$ cat src/rtl/vga_pkg.sv
// Shared VGA timing defaults and colour codes for the overlay pipeline.
// Overlays and the output stage import the same transparent key from here.
package vga_pkg;

   typedef logic [9:0] coord_t;
   typedef logic [5:0] rgb_t;

   localparam int unsigned DEF_H_ACTIVE = 640;
   localparam int unsigned DEF_H_FP     = 16;
   localparam int unsigned DEF_H_SYNC   = 96;
   localparam int unsigned DEF_H_BP     = 48;
   localparam int unsigned DEF_V_ACTIVE = 480;
   localparam int unsigned DEF_V_FP     = 10;
   localparam int unsigned DEF_V_SYNC   = 2;
   localparam int unsigned DEF_V_BP     = 33;

   localparam int unsigned H_TOTAL      = DEF_H_ACTIVE + DEF_H_FP + DEF_H_SYNC + DEF_H_BP;
   localparam int unsigned V_TOTAL      = DEF_V_ACTIVE + DEF_V_FP + DEF_V_SYNC + DEF_V_BP;
   localparam int unsigned H_SYNC_START = DEF_H_ACTIVE + DEF_H_FP;
   localparam int unsigned H_SYNC_END   = H_SYNC_START + DEF_H_SYNC;
   localparam int unsigned V_SYNC_START = DEF_V_ACTIVE + DEF_V_FP;
   localparam int unsigned V_SYNC_END   = V_SYNC_START + DEF_V_SYNC;

   // RRGGBB
   localparam rgb_t COLOR_TRANSPARENT = 6'b100001;
   localparam rgb_t COLOR_BLACK       = 6'b000000;
   localparam rgb_t COLOR_GOLD        = 6'b111000;
   localparam rgb_t COLOR_RED         = 6'b110000;
   localparam rgb_t COLOR_WHITE       = 6'b111111;

endpackage

$ cat src/rtl/vga_timing_gen_if.sv
// Raster/pixel bundle between the timing source (master) and the overlay side (slave).
interface vga_timing_gen_if;
   import vga_pkg::*;

   logic       pix_en;
   rgb_t       rgb_in;
   rgb_t       bg_rgb;
   coord_t     x;
   coord_t     y;
   logic       active;
   logic       frame_start;
   logic [7:0] frame_count;
   rgb_t       vga_rgb;
   logic       vga_hsync;
   logic       vga_vsync;

   modport master (
      input  pix_en, rgb_in, bg_rgb,
      output x, y, active, frame_start, frame_count, vga_rgb, vga_hsync, vga_vsync
   );

   modport slave (
      output pix_en, rgb_in, bg_rgb,
      input  x, y, active, frame_start, frame_count, vga_rgb, vga_hsync, vga_vsync
   );
endinterface

$ cat src/rtl/vga_axis_counter.sv
// One raster axis: wrapping position counter with visible-area and sync decodes.
module vga_axis_counter
   import vga_pkg::*;
#(
   parameter int unsigned ACTIVE = 640,
   parameter int unsigned FP     = 16,
   parameter int unsigned SYNC   = 96,
   parameter int unsigned BP     = 48
) (
   input  logic   clk,
   input  logic   rst,
   input  logic   en,
   output coord_t count,
   output logic   wrap,
   output logic   visible,
   output logic   sync_n
);

   localparam coord_t LAST       = coord_t'(ACTIVE + FP + SYNC + BP - 1);
   localparam coord_t ACTIVE_END = coord_t'(ACTIVE);
   localparam coord_t SYNC_START = coord_t'(ACTIVE + FP);
   localparam coord_t SYNC_END   = coord_t'(ACTIVE + FP + SYNC);

   // NOTE: the async reset clears the position the instant rst rises, not at the next edge.
   always_ff @(posedge clk or posedge rst) begin
      if (rst) begin
         count <= '0;
      end else if (en) begin
         // NOTE: non-blocking so every register samples pre-edge values regardless of block order.
         count <= wrap ? '0 : count + coord_t'(1);
      end
   end

   // wrap is the terminal-count level; the parent qualifies it with its enable.
   assign wrap    = (count == LAST);
   assign visible = (count < ACTIVE_END);
   assign sync_n  = !((count >= SYNC_START) && (count < SYNC_END));

endmodule

$ cat src/rtl/vga_timing_gen.sv
// VGA raster timing source plus registered pixel/sync pin stage with colour keying.
module vga_timing_gen
   import vga_pkg::*;
#(
   parameter int unsigned H_ACTIVE = DEF_H_ACTIVE,
   parameter int unsigned H_FP     = DEF_H_FP,
   parameter int unsigned H_SYNC   = DEF_H_SYNC,
   parameter int unsigned H_BP     = DEF_H_BP,
   parameter int unsigned V_ACTIVE = DEF_V_ACTIVE,
   parameter int unsigned V_FP     = DEF_V_FP,
   parameter int unsigned V_SYNC   = DEF_V_SYNC,
   parameter int unsigned V_BP     = DEF_V_BP
) (
   input logic               clk,
   input logic               rst,
   vga_timing_gen_if.master  bus
);

   coord_t h_count, v_count;
   logic   h_wrap, v_wrap, h_vis, v_vis, h_sync_n, v_sync_n;
   logic   v_en;
   rgb_t   pixel;

   assign v_en = h_wrap & bus.pix_en;

   vga_axis_counter #(
      .ACTIVE (H_ACTIVE), .FP (H_FP), .SYNC (H_SYNC), .BP (H_BP)
   ) u_h_axis (
      .clk     (clk),
      .rst     (rst),
      .en      (bus.pix_en),
      .count   (h_count),
      .wrap    (h_wrap),
      .visible (h_vis),
      .sync_n  (h_sync_n)
   );

   vga_axis_counter #(
      .ACTIVE (V_ACTIVE), .FP (V_FP), .SYNC (V_SYNC), .BP (V_BP)
   ) u_v_axis (
      .clk     (clk),
      .rst     (rst),
      .en      (v_en),
      .count   (v_count),
      .wrap    (v_wrap),
      .visible (v_vis),
      .sync_n  (v_sync_n)
   );

   assign bus.x           = h_count;
   assign bus.y           = v_count;
   assign bus.active      = h_vis & v_vis;
   assign bus.frame_start = (h_count == '0) && (v_count == '0);

   always_ff @(posedge clk or posedge rst) begin
      if (rst) begin
         bus.frame_count <= '0;
      end else if (v_en && v_wrap) begin
         bus.frame_count <= bus.frame_count + 8'd1;
      end
   end

   // Blanked pixels are forced black; the overlay's key colour shows the background.
   always_comb begin
      pixel = COLOR_BLACK;
      if (bus.active) begin
         pixel = (bus.rgb_in == COLOR_TRANSPARENT) ? bus.bg_rgb : bus.rgb_in;
      end
   end

   // Colour and both syncs share one register stage so the pins stay aligned.
   always_ff @(posedge clk or posedge rst) begin
      if (rst) begin
         bus.vga_rgb   <= COLOR_BLACK;
         bus.vga_hsync <= 1'b1;
         bus.vga_vsync <= 1'b1;
      end else if (bus.pix_en) begin
         bus.vga_rgb   <= pixel;
         bus.vga_hsync <= h_sync_n;
         bus.vga_vsync <= v_sync_n;
      end
   end

endmodule

$ cat src/flat_wrapper.sv
// flat-port wrapper written by rule: the top's interface ports become plain ports
module vga_timing_gen_flat import vga_pkg::*;
#(
   parameter int unsigned H_ACTIVE = DEF_H_ACTIVE,
   parameter int unsigned H_FP     = DEF_H_FP,
   parameter int unsigned H_SYNC   = DEF_H_SYNC,
   parameter int unsigned H_BP     = DEF_H_BP,
   parameter int unsigned V_ACTIVE = DEF_V_ACTIVE,
   parameter int unsigned V_FP     = DEF_V_FP,
   parameter int unsigned V_SYNC   = DEF_V_SYNC,
   parameter int unsigned V_BP     = DEF_V_BP
)
  (clk, rst, bus_pix_en, bus_rgb_in, bus_bg_rgb, bus_x, bus_y, bus_active, bus_frame_start, bus_frame_count, bus_vga_rgb, bus_vga_hsync, bus_vga_vsync);
  vga_timing_gen_if bus_i ();
  input logic clk;
  input logic rst;
  input wire logic [$bits(bus_i.pix_en)-1:0] bus_pix_en;
  input wire logic [$bits(bus_i.rgb_in)-1:0] bus_rgb_in;
  input wire logic [$bits(bus_i.bg_rgb)-1:0] bus_bg_rgb;
  output wire logic [$bits(bus_i.x)-1:0] bus_x;
  output wire logic [$bits(bus_i.y)-1:0] bus_y;
  output wire logic [$bits(bus_i.active)-1:0] bus_active;
  output wire logic [$bits(bus_i.frame_start)-1:0] bus_frame_start;
  output wire logic [$bits(bus_i.frame_count)-1:0] bus_frame_count;
  output wire logic [$bits(bus_i.vga_rgb)-1:0] bus_vga_rgb;
  output wire logic [$bits(bus_i.vga_hsync)-1:0] bus_vga_hsync;
  output wire logic [$bits(bus_i.vga_vsync)-1:0] bus_vga_vsync;
  assign bus_i.pix_en = bus_pix_en;
  assign bus_i.rgb_in = bus_rgb_in;
  assign bus_i.bg_rgb = bus_bg_rgb;
  assign bus_x = bus_i.x;
  assign bus_y = bus_i.y;
  assign bus_active = bus_i.active;
  assign bus_frame_start = bus_i.frame_start;
  assign bus_frame_count = bus_i.frame_count;
  assign bus_vga_rgb = bus_i.vga_rgb;
  assign bus_vga_hsync = bus_i.vga_hsync;
  assign bus_vga_vsync = bus_i.vga_vsync;
  vga_timing_gen #(.H_ACTIVE(H_ACTIVE), .H_FP(H_FP), .H_SYNC(H_SYNC), .H_BP(H_BP), .V_ACTIVE(V_ACTIVE), .V_FP(V_FP), .V_SYNC(V_SYNC), .V_BP(V_BP)) u_core (.clk(clk), .rst(rst), .bus(bus_i));
endmodule
$ cat config.mk
export PLATFORM = sky130hd
export DESIGN_NAME = vga_timing_gen_flat
export DESIGN_NICKNAME = d
export VERILOG_FILES = /design/src/rtl/vga_pkg.sv /design/src/rtl/vga_timing_gen_if.sv /design/src/rtl/vga_axis_counter.sv /design/src/rtl/vga_timing_gen.sv /design/src/flat_wrapper.sv
export SDC_FILE = /design/constraint.sdc
export NUM_CORES = 1
export LEC_CHECK = 0
export ABC_AREA = 1
export CORE_MARGIN = 2
export CORE_UTILIZATION = 45
export CTS_BUF_LIST = sky130_fd_sc_hd__clkbuf_8
export CTS_CLUSTER_SIZE = 30
export DETAILED_ROUTE_END_ITERATION = 7
export GPL_TIMING_DRIVEN = 0
export PLACE_DENSITY = 0.75
export REMOVE_ABC_BUFFERS = 1
export SYNTH_ARGS = -nofsm -noshare
export SYNTH_HDL_FRONTEND = slang
export SYNTH_SLANG_ARGS = --single-unit
$ cat constraint.sdc
create_clock -name clk -period 1.3 [get_ports clk]
set_clock_uncertainty 0.1 [all_clocks]
set_input_delay 0.195 -clock clk [delete_from_list [all_inputs] [get_ports clk]]
set_output_delay 0.195 -clock clk [all_outputs]
set_load 0.01 [all_outputs]
==> results.json, run 1 <==
{
  "viasPerCell": 5.820,
  "clkSinkCount": 36,
  "status": "finished with violations",
  "synth-edff-count": 0,
  "area_growth_pct": 88.36,
  "grtUsageMet1_pct": 30.68,
  "start_util_pct": 46.90,
  "rows": 24,
  "grt_use_met2_pct": 44.65,
  "wirelength_um": 8920,
  "wl_per_cell_um": 20.04,
  "comb_power_share_pct": 35.4,
  "r2r-start": "u_core.u_h_axis.count[0]$_DFFE_PP0P_",
  "cts_max_level": 2,
  "required_ns": 1.00,
  "clock_path_buffers": 2,
  "cts_tree": "built",
  "cts_hold_buf": 0,
  "dieWidth_um": 71.36,
  "cp_slowest_cell": "dfrtp_1",
  "reg2reg_depth": 8,
  "dr.pass1.iters": 5,
  "worstPathArrival_ns": 1.62,
  "power-per-cell-area_nw_per_um2": 1129,
  "place.gp.congestion": 0.8979,
  "r2r-end": "u_core.u_v_axis.count[9]$_DFFE_PP0P_",
  "relSlewSlack_pct": 54.24,
  "postSynthCellCount": 271,
  "min_path_type": "input pin to asynchronous set/reset pin",
  "hold_viol": 0,
  "violations": "setup timing",
  "synth.distinct_cells": 25,
  "synthArstFlopShare_pct": 100.0,
  "place_hpwl_um": 3583,
  "vias": 2590,
  "antenna_found_initial": 0,
  "critPathLaunchType": "flop",
  "reg2reg_slack_ns": -0.46,
  "drv_cap": 0,
  "syn_avg_cell_area_um2": 7.535,
  "grt_busiest_layer": "met2",
  "fin_crit_ns": 1.920,
  "synthFlopType": "dfrtp_1",
  "crit_fanout": 2,
  "grt_pass1_wl_um": 10140,
  "fin_ws_ns": -0.6200,
  "clkLatencyLatePin_ns": 0.31,
  "setup_violations": 46,
  "initialDrtViolationCount": 259,
  "rsz0062_at_grt": "yes",
  "grt.met3_usage_pct": 4.782,
  "cts_buffers": 5,
  "ys_top_cells_by_count": "nand2_1 (63), inv_1 (39), dfrtp_1 (34)",
  "diodes": 0,
  "grt_overflow": 0,
  "drc": 0,
  "clock_power_share_pct": 32.7,
  "grt_max_degree": 22,
  "swShare_pct": 32.84,
  "ir_worst_vdd_uv": 1124,
  "syn_area_um2": 2042,
  "synth.most_common_cell": "nand2_1",
  "cts_root_buffer": "clkbuf_8",
  "power_switching_mw": 1.426,
  "cp_slowest_stage_delay_ns": 0.43,
  "tns_ns": -10.82,
  "ys_seq_elements": 36,
  "grt_usage_pct": 25.33,
  "ios": 53,
  "core_um2": 4354,
  "grt_pass1_vias": 2197,
  "portBuffers": 52,
  "finalNetCount": 412,
  "drtAntennaViolNets": 0,
  "p_leak_nw": 1.852,
  "slew_violations": 0,
  "path_cells": "inv_2, ha_4, inv_2, nor3_2, nand3_1, nor3_2, buf_2",
  "yosysSeqAreaShare_pct": 44.24,
  "utilization_pct": 88.33,
  "seqPwrFrac_pct": 31.9,
  "fin_crit_sh_pct": 147.7,
  "synth.area.top_cells": "dfrtp_1 (42%), nand2_1 (12%), inv_1 (7.2%)",
  "cp-end-kind": "output port",
  "crit_type": "flop to output port",
  "die_h_um": 71.36,
  "dieArea_um2": 5092,
  "fmax_mhz": 520.8,
  "p_int_mw": 2.917,
  "yosys_warnings": 0,
  "yosysTopAreaCell": "dfrtp_1",
  "synth_top_area_share_pct": 41.67,
  "worstMarginPinSlew_ns": 0.6856,
  "drive_gt1_share_pct": 51.40,
  "cts.clk_slew.worst_paths_ns": 0.09
}
cells by family (layout without fill, tap and decap cells):
logic type | Yosys count | after routing | synth area share [%]
compound gates | 27 | 27 | 7.047
fa+ha+maj | 5 | 5 | 3.064
simple gates | 145 | 145 | 31.07
flops | 36 | 36 | 44.24
buf+inv | 44 | 166 | 8.578
xor+xnor | 14 | 14 | 6.005
layout by cell type (no fill, tap or decap), drive strengths merged:
master / netlist / routed
or2: 3 / 3
dfstp: 2 / 2
clkdlybuf4s15: 0 / 8
nor3: 9 / 9
inv: 41 / 42
nor2: 35 / 35
nand2: 63 / 63
dlygate4sd2: 0 / 10
nand4: 6 / 6
dfrtp: 34 / 34
nand3: 28 / 28
a41oi: 1 / 1
clkbuf: 0 / 8
a21oi: 6 / 6
xor2: 11 / 11
o211ai: 1 / 1
o21ai: 18 / 18
clkdlybuf4s50: 0 / 13
ha: 5 / 5
nor4: 1 / 1
xnor2: 3 / 3
bufinv: 0 / 3
buf: 2 / 81
clkinv: 1 / 1
o21bai: 1 / 1
power groups by stage:
stage                     Sequential, mW  Clock (mW)  Combinational, mW
after detailed placement            1.35           0              0.579
after global routing                1.38        1.47               1.59
final                               1.38        1.42               1.54
after CTS                           1.32        1.41               1.00
after floorplan                     1.36           0              0.261
after global placement              1.35           0              0.557
how the worst max path moves through the flow:
stage                                               from                               endpoint  cells after the start
finish              u_core.u_v_axis.count[1]$_DFFE_PP0P_                        bus_frame_start                      7
global placement                              bus_pix_en   u_core.u_h_axis.count[7]$_DFFE_PP0P_                      6
CTS                 u_core.u_h_axis.count[5]$_DFFE_PP0P_                        bus_frame_start                      4
detailed placement  u_core.u_v_axis.count[1]$_DFFE_PP0P_                        bus_frame_start                      7
global route        u_core.u_v_axis.count[1]$_DFFE_PP0P_                        bus_frame_start                      7
floorplan           u_core.u_h_axis.count[1]$_DFFE_PP0P_  u_core.bus.frame_count[2]$_DFFE_PP0P_                      8
through the flow:
stage / std cells / area (um^2) / hold WS [ns] / power (mW) / worst slack (ns)
finish: 445 / 3846 / 0.1956 / 4.343 / -0.6200
global route: 445 / 3846 / 0.2644 / 4.449 / -0.6332
CTS: 416 / 3282 / 0.2010 / 3.737 / -0.5239
detailed placement: 374 / 2639 / 0.3735 / 1.926 / -0.7469
global placement: 373 / 2611 / 0.3679 / 1.907 / -0.7462
floorplan: 269 / 2026 / 0.2026 / 1.623 / -0.2257
critical path, delay by kind of cell, from the launching register on:
family / cells / cell delay [ns]
buf+inv: 3 / 0.31
fa+ha+maj: 1 / 0.15
flops: 1 / 0.43
simple gates: 3 / 0.42
area by class of cell:
class,count,area [um^2]
multi-input combinational,191,1416
fill,176,508.0
timing repair inverter,1,11.26
clock buffer,5,68.82
timing repair buffer,115,1084
clock inverter,3,90.09
sequential,36,918.4
tap,52,65.06
inverter,42,192.7
routing by layer:
layer  vias up  wire length (um)  part of all wire, %
met5         -                 0                    0
met4         0               475                  5.3
met3        58               626                  7.0
met2       170              4609                   52
met1      1252              3208                   36
li1       1110                 -                    -
state kept, by name, summed over array words and instances, names as in the netlist:
register                count
u_core.bus.vga_vsync        1
u_core.bus.frame_count      8
u_core.u_v_axis.count      10
u_core.bus.vga_hsync        1
u_core.u_h_axis.count      10
u_core.bus.vga_rgb          6
what timing repair did:
item,in CTS,in global routing
resized for setup,203,111
pin swaps,19,36
setup endpoints to repair,73,54
gates cloned,1,0
setup buffers,33,31
No activity file was read; power rests on OpenSTA's default activity.
==> run 2: changes to the inputs <==
- CORE_UTILIZATION: 45 -> 44
- CTS_BUF_LIST: sky130_fd_sc_hd__clkbuf_8 -> not set
- PLACE_DENSITY: 0.75 -> 0.73
- SLEW_MARGIN: not set -> 0
==> run 2 against run 1 <==
Compared with the run above: the flow still finishes with violations (setup timing); global-route usage shrank 0.79 points; sequential cell count is the same; cell count shrank 1.8%; sequential power shrank 4%; fmax grew 4.2%; critical path depth shrank 2; core utilization shrank 6.8 points; clock power shrank 30%; largest power group unchanged; highest routed layer unchanged.
==> results.json, run 2 (synthesis results as in run 1) <==
{
  "portBuffers": 52,
  "final_common_cell": "nand2_1",
  "finalNetCount": 404,
  "antenna_found_initial": 0,
  "drive_gt1_share_pct": 45.97,
  "viasPerCell": 5.609,
  "fin_crit_sh_pct": 141.8,
  "r2r-end": "u_core.u_h_axis.count[9]$_DFFE_PP0P_",
  "clkSinkCount": 36,
  "grt_pass1_wl_um": 9846,
  "core_um2": 4414,
  "grt_pass1_vias": 2076,
  "wirelength_um": 7395,
  "rsz0062_at_grt": "yes",
  "crit_type": "flop to output port",
  "holdWs_ns": 0.2129,
  "initialDrtViolationCount": 183,
  "worstPathArrival_ns": 1.55,
  "fin_ws_ns": -0.5431,
  "highest_layer": "met4",
  "cp-end-kind": "output port",
  "cts_buffers": 5,
  "vias": 2451,
  "placed_area_um2": 2639,
  "worstMarginPinSlew_ns": 0.6675,
  "status": "finished with violations",
  "clkLatencyLatePin_ns": 0.30,
  "cts_hold_buf": 0,
  "final_cell_area_um2": 3601,
  "ir_worst_vdd_uv": 956.5,
  "wirelength_met1_um": 2710,
  "reg.largest.list": "u_core.u_h_axis.count: 10 flops, u_core.u_v_axis.count: 10 flops, u_core.bus.frame_count: 8 flops",
  "clock_path_buffers": 2,
  "diodes": 0,
  "p_leak_nw": 1.811,
  "fmax_mhz": 542.6,
  "setup_violations": 38,
  "drtAntennaViolNets": 0,
  "ios": 53,
  "grt_max_degree": 23,
  "reg2reg_slack_ns": -0.44,
  "start_util_pct": 46.26,
  "violations": "setup timing",
  "grt_overflow": 0,
  "slew_violations": 0,
  "crit_fanout": 4,
  "cts_max_level": 2,
  "relSlewSlack_pct": 55.45,
  "rows": 24,
  "routed-wl-met3_um": 487,
  "dieWidth_um": 72.13,
  "wl_per_cell_um": 16.92,
  "drc": 0,
  "required_ns": 1.00,
  "fin_crit_ns": 1.843,
  "cts_root_buffer": "clkbuf_8",
  "cts.clk_slew.worst_paths_ns": 0.07,
  "grt_usage_pct": 24.54,
  "power-per-cell-area_nw_per_um2": 1018,
  "dr.pass1.iters": 5,
  "fillers": 259,
  "die_h_um": 72.13,
  "reg2reg_depth": 7,
  "wl_met2_um": 3869,
  "final_cell_mix": "nand2_1 (51), buf_4 (34), buf_6 (26), inv_1 (25), dfrtp_1 (24)",
  "area_growth_pct": 76.35,
  "place_hpwl_um": 3533,
  "dieArea_um2": 5202,
  "min_path_type": "input pin to asynchronous set/reset pin",
  "place.gp.congestion": 0.8735,
  "drv_cap": 0,
  "critPathLaunchType": "flop",
  "cts_tree": "built",
  "r2r-start": "u_core.u_h_axis.count[4]$_DFFE_PP0P_",
  "hold_viol": 0
}
[run 2: cell count changes in the layout (fill, tap and decap cells not counted), moves of 3 or more]
| cell | before | now |
|---|---|---|
| nand2_2 | 9 | 6 |
| nand2_1 | 46 | 51 |
| inv_1 | 22 | 25 |
| dlygate4sd2_1 | 10 | 13 |
| buf_2 | 5 | 9 |
| buf_6 | 41 | 26 |
| nor2_2 | 3 | 6 |
[run 2: per-layer routing]
metal / up-vias / track usage (%)
li1: 1092 / -
met1: 1175 / 30.14
met2: 142 / 42.00
met3: 42 / 5.000
met4: 0 / 10.06
met5: - / 0
[run 2: area by class of cell]
| class | instances | area [um^2] | share of cell area [%] |
|---|---|---|---|
| Timing Repair Buffer | 107 | 974.7 | 27.07 |
| Multi-Input combinational cell | 191 | 1344 | 37.32 |
| Sequential cell | 36 | 915.9 | 25.43 |
| Clock buffer | 6 | 72.57 | 2.015 |
| Timing Repair inverter | 1 | 16.27 | 0.4517 |
| Tap cell | 52 | 65.06 | 1.807 |
| Clock inverter | 2 | 35.03 | 0.9729 |
| Inverter | 42 | 177.7 | 4.934 |
[run 2: where the power goes]
part | total (mW) | switching (mW) | internal [mW]
registers | 1.33 | 0.117 | 1.21
logic | 1.35 | 0.673 | 0.675
clock network | 0.988 | 0.419 | 0.569
total | 3.67 | 1.21 | 2.46
[run 2: how the worst max path moves through the flow]
stage,end,startpoint,slack [ns],cells after the start
final,bus_frame_start,u_core.u_h_axis.count[0]$_DFFE_PP0P_,-0.54,5
after global routing,bus_frame_start,u_core.u_v_axis.count[0]$_DFFE_PP0P_,-0.61,7
after CTS,bus_frame_start,u_core.u_v_axis.count[0]$_DFFE_PP0P_,-0.49,7
after detailed placement,u_core.u_h_axis.count[7]$_DFFE_PP0P_,bus_pix_en,-0.75,6
after global placement,bus_frame_start,u_core.u_v_axis.count[1]$_DFFE_PP0P_,-0.73,7
after floorplan,u_core.bus.frame_count[2]$_DFFE_PP0P_,u_core.u_h_axis.count[1]$_DFFE_PP0P_,-0.23,8
[run 2: worst max-delay path, cell delays in order, from the launching register on]
cell     delay [ns]
dfrtp_1        0.40
inv_1          0.14
ha_1           0.21
nand4_1        0.13
nor3_2         0.22
buf_2          0.16
[run 2: stage by stage]
step | power [mW] | TNS (ns) | setup slack [ns] | instances | utilization, %
2_1_floorplan | 1.623 | -3.040 | -0.2257 | 269 | -
3_3_place_gp | 1.913 | -40.72 | -0.7323 | 373 | 59.16
3_5_place_dp | 1.932 | -19.67 | -0.7488 | 374 | 59.78
4_1_cts | 3.262 | -8.604 | -0.4922 | 424 | 73.67
5_1_grt | 3.809 | -12.19 | -0.6059 | 437 | 81.58
6_report | 3.666 | -9.253 | -0.5431 | 437 | 81.58
[run 2: what timing repair did]
action | CTS | global route
gates resized for setup | 184 | 83
endpoints found under the setup margin | 73 | 54
gates cloned | 1 | 0
hold endpoints to repair | 0 | 0
setup buffers | 45 | 18
pin swaps | 21 | 29
